## src/rtl/imm_pkg.sv

```systemverilog
// Shared definitions for the registered RV32I immediate generator.
// Format-select encodings and skid-buffer depth.
package imm_pkg;

    typedef enum logic [2:0] {
        IMM_I  = 3'd0,
        IMM_S  = 3'd1,
        IMM_B  = 3'd2,
        IMM_U  = 3'd3,
        IMM_J  = 3'd4,
        IMM_IZ = 3'd5
    } imm_sel_e;

    localparam int IMM_SKID_DEPTH = 2;

endpackage

```

## src/rtl/imm_format.sv

```systemverilog
// Combinational RV32I immediate extraction and extension.
// The 32-bit result is formed first, then widened with the same sign/zero mode.
module imm_format
    import imm_pkg::*;
#(
    parameter int WIDTH = 32
) (
    input  logic [31:0]      instr,
    input  logic [2:0]       imm_sel,
    output logic [WIDTH-1:0] imm,
    output logic             err
);

    logic [31:0] imm32;
    logic        sext;
    logic        unused_opcode;

    // Opcode bits never contribute to any immediate.
    assign unused_opcode = ^instr[6:0];

    always_comb begin
        imm32 = '0;
        sext  = 1'b0;
        err   = 1'b0;
        case (imm_sel)
            IMM_I: begin
                imm32 = {{20{instr[31]}}, instr[31:20]};
                sext  = 1'b1;
            end
            IMM_S: begin
                imm32 = {{20{instr[31]}}, instr[31:25], instr[11:7]};
                sext  = 1'b1;
            end
            IMM_B: begin
                imm32 = {{19{instr[31]}}, instr[31], instr[7], instr[30:25], instr[11:8], 1'b0};
                sext  = 1'b1;
            end
            IMM_U: begin
                imm32 = {instr[31:12], 12'b0};
                sext  = 1'b1;
            end
            IMM_J: begin
                imm32 = {{11{instr[31]}}, instr[31], instr[19:12], instr[20], instr[30:21], 1'b0};
                sext  = 1'b1;
            end
            IMM_IZ: begin
                imm32 = {20'b0, instr[31:20]};
                sext  = 1'b0;
            end
            default: begin
                err = 1'b1;
            end
        endcase
    end

    if (WIDTH > 32) begin : g_wide
        assign imm = {{(WIDTH-32){sext & imm32[31]}}, imm32};
    end else begin : g_narrow
        assign imm = imm32;
    end

endmodule

```

## src/rtl/imm_gen_pipe.sv

```systemverilog
// Registered immediate generator with a 2-entry skid buffer on a valid/ready pipe.
// Handshake: a beat moves when valid && ready on that side; in_ready depends only on the entry count.
module imm_gen_pipe
    import imm_pkg::*;
#(
    parameter int WIDTH = 32
) (
    input  logic             clk,
    input  logic             rst_n,
    input  logic             flush,
    input  logic             in_valid,
    output logic             in_ready,
    input  logic [31:0]      instr,
    input  logic [2:0]       imm_sel,
    output logic             out_valid,
    input  logic             out_ready,
    output logic [WIDTH-1:0] imm_out,
    output logic             imm_err
);

    logic [WIDTH-1:0] fmt_imm;
    logic             fmt_err;

    logic [WIDTH-1:0] data_q [IMM_SKID_DEPTH];
    logic             err_q  [IMM_SKID_DEPTH];
    logic             head;
    logic [1:0]       count;
    logic             wr_idx;
    logic             push;
    logic             pop;

    imm_format #(.WIDTH(WIDTH)) u_format (
        .instr   (instr),
        .imm_sel (imm_sel),
        .imm     (fmt_imm),
        .err     (fmt_err)
    );

    assign in_ready  = (count < 2'(IMM_SKID_DEPTH));
    assign out_valid = (count != 2'd0);
    assign push      = in_valid && in_ready;
    assign pop       = out_valid && out_ready;
    // Next free slot sits one past the head when a single entry is held.
    assign wr_idx    = head ^ count[0];

    assign imm_out = out_valid ? data_q[head] : '0;
    assign imm_err = out_valid ? err_q[head]  : 1'b0;

    always_ff @(posedge clk or negedge rst_n) begin
        if (!rst_n) begin
            count     <= 2'd0;
            head      <= 1'b0;
            data_q[0] <= '0;
            data_q[1] <= '0;
            err_q[0]  <= 1'b0;
            err_q[1]  <= 1'b0;
        end else if (flush) begin
            count <= 2'd0;
            head  <= 1'b0;
        end else begin
            if (push) begin
                data_q[wr_idx] <= fmt_imm;
                err_q[wr_idx]  <= fmt_err;
            end
            if (pop) begin
                head <= ~head;
            end
            case ({push, pop})
                2'b10:   count <= count + 2'd1;
                2'b01:   count <= count - 2'd1;
                default: count <= count;
            endcase
        end
    end

endmodule
```

## config.mk

```make
export PLATFORM = sky130hd
export DESIGN_NAME = imm_gen_pipe
export DESIGN_NICKNAME = d
export VERILOG_FILES = /design/src/rtl/imm_pkg.sv /design/src/rtl/imm_format.sv /design/src/rtl/imm_gen_pipe.sv
export SDC_FILE = /design/constraint.sdc
export NUM_CORES = 1
export LEC_CHECK = 0
export ABC_CLOCK_PERIOD_IN_PS = 1700
export CAP_MARGIN = 10
export CORE_MARGIN = 3
export CORE_UTILIZATION = 50
export DETAILED_ROUTE_END_ITERATION = 6
export PLACE_DENSITY = 0.82
export SKIP_CTS_REPAIR_TIMING = 1
export SLEW_MARGIN = 20
export SYNTH_ARGS = -nofsm -noshare
export SYNTH_HDL_FRONTEND = slang
export SYNTH_HIERARCHICAL = 1
export SYNTH_SLANG_ARGS = --single-unit
```

## constraint.sdc

```tcl
create_clock -name clk -period 1.7 [get_ports clk]
set_input_delay 0.51 -clock clk [delete_from_list [all_inputs] [get_ports clk]]
set_output_delay 0.51 -clock clk [all_outputs]
set_load 0.03 [all_outputs]
```

## Yosys cells after proc, flatten, opt, wreduce, memory -nomap -nowiden

Index checks and enable logic that the tools add are counted.

- Multiply operators: 0
- $add $sub $neg: 2
- Div/mod/pow operators: 0
- Eq/ne operators: 7
- Magnitude comparators: 4
- Muxes and demuxes: 20
- Shifts and indexed selects: 0
- Reduce and logical (&&, ||, !) cells: 9
- Bitwise logic cells: 5

Operators by type and width:

| cell | number |
|---|---|
| $pmux W32 S6 | 1 |
| $mux W32 | 5 |
| $bwmux W64 | 1 |
| $demux W32 S1 | 1 |
| $mux W1 | 8 |
| $eq A3 B2 Y1 const B | 2 |
| $eq A3 B3 Y1 const B | 2 |
| $reduce_or A6 Y1 | 1 |
| $ge A2 B2 Y1 const B | 2 |
| $not A1 Y2 | 2 |
| $pmux W2 S2 | 1 |
| $reduce_bool A2 Y1 | 2 |
| $eq A3 B1 Y1 const B | 1 |
| $logic_and A1 B1 Y1 | 3 |
| $logic_not A3 Y1 | 1 |
| $reduce_bool A3 Y1 | 1 |
| $add A2 B1 Y2 const B | 1 |
| $bwmux W2 | 1 |
| $eq A2 B1 Y1 const B | 1 |
| $eq A2 B2 Y1 const B | 1 |
| $lt A2 B1 Y1 const B | 1 |
| $lt A2 B2 Y1 const B | 1 |
| $mux W2 | 1 |
| $not A1 Y1 | 2 |
| other kinds (4) | 4 |

- Memories kept: 0
- Bits in read-only memories: 0
- Register bits: 69
- Latch bits: 0
- Word-level logic and storage cells: 53
- Memory bits (writable): 0

## Logic depth before layout (Yosys ltp)

- Depth in word-level cells: 7
- Mapped depth: 6
- Depth with buffers taken out: 4

## Modules after synthesis

The synthesis kept the hierarchy.

By module, submodules not included:

| module | seq. area each (um^2) | cells an instance | area an instance (um^2) | times used |
|---|---|---|---|---|
| imm_gen_pipe | 1726.7 | 234 | 3310.7 | 1 |
| imm_format | 0.0 | 74 | 491.7 | 1 |

## Worst setup path before layout

No wires, ideal clock.

- Path type: reg2out
- Start: register head
- End: output port imm_out[0]
- Buffers on the path: 2
- Data arrival time: 1231 ps
- Stages on the path, launching flop included: 5
- Setup slack: -41 ps
- Path through: dfrtp_1 -> buf_6 -> buf_2 -> mux2i_1 -> nor2_1

- Word-level cells in the longest chain between the ends: 5

RTL lines:

| item | line | text |
|---|---|---|
| start, declared | imm_gen_pipe.sv:26 | `logic head;` |
| start signal, assigned | imm_gen_pipe.sv:66 | `head <= ~head;` |
| $not A1 Y2 (not written as such) | imm_gen_pipe.sv:46 | `assign imm_out = out_valid ? data_q[head] : '0;` |
| $mux W32 (not written as such) (3 in series) | imm_gen_pipe.sv:46 |  |
| $mux W32 | imm_gen_pipe.sv:46 |  |
| end, declared | imm_gen_pipe.sv:17 | `output logic [WIDTH-1:0] imm_out,` |

Every way passes these cells. The select of a mux whose other input is x is not followed.

## Final worst setup path

- Start: register head
- End: output port imm_out[11]

Same word-level chain as after synthesis.

==> flow_metrics.py <==
metrics = {
    "floorplanning": {
        "die_h_um": 93.2,
        "initial_utilization_pct": 51.9,
        "die_x_um": 93.2,
        "core_mm2": 0.00733,
        "pin_count": 75,
        "rows": 31,
        "die_area_mm2": 0.00869,
    },
    "timing": {
        "rsz0062_at_grt": "yes",
        "clock_skew_ns": 0.00281,
        "fin_crit_sh_pct": 117,
        "final-setup-viol-count": 34,
        "fin_setup_tns_ns": -7.40,
        "relSlewSlack_pct": 63.9,
        "worstMarginPinSlew_ns": 0.535,
        "drv_slew": 0,
        "fin_ws_ns": -0.282,
        "timing_hold_violations_final": 0,
        "fmax_mhz": 505,
        "min_period_ns": 1.98,
    },
    "synthesis": {
        "ys_seq_area_share_pct": 45.4,
        "syn_inst": 308,
        "ys_warn_count": 6,
        "synth_top_flop_cell": "dfrtp_1",
        "syn-num-nets": 348,
        "synth_edf_count": 0,
        "synthDistinctLibCells": 34,
        "ys_async_sr_fraction_pct": 100,
        "syn_area_per_cell_um2": 12.3,
        "ys_ff_latch": 69,
        "netlist_area_mm2": 0.00380,
    },
    "place": {
        "hpwl_mm": 6.10,
        "portBuffers": 67,
        "dp_cells": 482,
        "place.gp.congestion": 0.863,
    },
    "cells_and_area": {
        "drive_above_1_share_pct": 41.4,
        "instances_no_fill": 500,
        "syn2layout_area_growth_pct": 29.3,
        "regArea_mm2": 0.00173,
        "multi_input_area_mm2": 0.00192,
        "antenna_cells": 0,
        "final_common_cell": "dfrtp_1",
        "fillers": 507,
        "final_nets": 436,
        "layout_common_cells": "68 x dfrtp_1, 56 x buf_4, 37 x mux2_2",
    },
    "clocking": {
        "clockBufferDepth": 2,
        "htree_levels": 3,
        "clk_pin_slew_ns": 0.07,
        "cts_tree": "built",
        "clkLatencyLatePin_ns": 0.34,
        "cts_root_buf": "clkbuf_8",
        "numCtsBuffers": 9,
        "cts.sinks": 69,
    },
    "drt": {
        "routedWlPerCell_um": 17.5,
        "vias": 2652,
        "drcViolationCount": 0,
        "firstDrtPassIters": 4,
        "ant_nets": 0,
        "drt_first_iter_violations": 130,
        "wirelength_mm": 8.76,
        "viasPerCell": 5.30,
    },
    "worst_setup_path": {
        "crit_path_start_kind": "flip-flop",
        "critPathCaptureType": "output port",
        "reg2reg_depth": 5,
        "r2r-end": "data_q[32]",
        "timing.rr.start": "head",
        "worst_ep_arrival_time_ns": 1.47,
        "critical_path_class": "reg -> out",
        "r2r_slack_ns": 0.06,
        "cp_cell_sequence": "buf_12 > mux2i_4 > nor2_1 > buf_4",
        "slowest_delay_ns": 0.45,
        "crit_required_ns": 1.19,
        "crit_fanout": 13,
        "cp_slowest_cell": "dfrtp_2",
    },
    "global_route": {
        "antenna_found_initial": 0,
        "grt_max_degree": 70,
        "grt_pass1_wl_mm": 13.9,
        "grt_pass1_vias": 2825,
        "grtUsageTotal_pct": 20.8,
        "grt-ovfl-total": 0,
    },
    "run_status": {
        "status": "finished, violations left",
        "failed_checks": "setup timing",
    },
    "flow_run": {
        "cap_violations": 0,
    },
    "pwr": {
        "peakVddDrop_mv": 0.568,
        "power_mw": 5.48,
        "leakagePower_nw": 2.38,
        "power_density_mw_per_mm2": 1110,
    },
    "min_path": {
        "hold_path.class": "in -> async",
    },
}
## through the flow
stage	instance area, um2	hold slack (ns)	util (%)	setup slack (ns)
floorplan	3800	0.214	-	-0.0405
global placement	4590	0.485	62.6	-0.452
detailed placement	4590	0.493	62.6	-0.566
CTS	4810	0.186	65.6	-0.510
global route	4920	0.201	67.1	-0.315
finish	4920	0.166	67.1	-0.282
## Yosys cell counts, drive strengths merged (7+ instances only)
master,count,area (um2)
dfrtp,69,1730
mux2i,34,340
a31oi,8,50.1
buf,18,196
mux2,67,867
nor2,37,141
a21o,11,82.6
nand2,11,43.8
o21ai,11,55.1
and2,7,43.8
## layout make-up
type,count,share of cell area (%)
multi-input cells,214,39.0
clock inverters,4,1.42
clock buffers,12,3.16
repair buffers,99,18.6
flip-flops and latches,69,35.1
inverters,3,0.229
well taps,99,2.52
## flip-flops by register name, summed over array words and instances (netlist names)
signal / cells
data_q: 64
count: 2
head: 1
err_q: 2
## where the power goes
| part | internal, mW | switching [mW] |
|---|---|---|
| Clock | 0.902 | 0.597 |
| Sequential | 2.10 | 0.265 |
| Combinational | 0.909 | 0.707 |
| Total | 3.91 | 1.57 |
## logic make-up after synthesis
logic type,after synthesis,synth area share [%]
mux,101,31.8
xor+xnor,3,0.691
compound gates,45,7.93
simple gates,65,8.36
buf+inv,25,5.86
flops,69,45.4
## worst max-delay path by stage
stage / slack, ns / startpoint / endpoint / cells past startpoint
3_5_place_dp: -0.57 / imm_sel[2] / data_q[16] / 6
3_3_place_gp: -0.45 / imm_sel[2] / data_q[14] / 6
5_1_grt: -0.31 / head / imm_out[11] / 4
6_report: -0.28 / head / imm_out[11] / 4
4_1_cts: -0.51 / count[1] / out_valid / 3
2_1_floorplan: -0.04 / head / imm_out[0] / 4
## layer usage
layer	vias up	GRT usage, %	routed length, um
met5	-	0	0
met3	13	3.22	294
met2	57	34.1	4440
met1	1324	27.0	3830
met4	0	9.65	192
li1	1258	-	-
## worst max-delay path: cells and delay by family (launching register included)
kind / cells / cell delay, ns
and+or+nand+nor: 1 / 0.06
DFF: 1 / 0.45
buffers and inverters: 2 / 0.34
muxes: 1 / 0.27
Power figures use the tool's default switching activity.
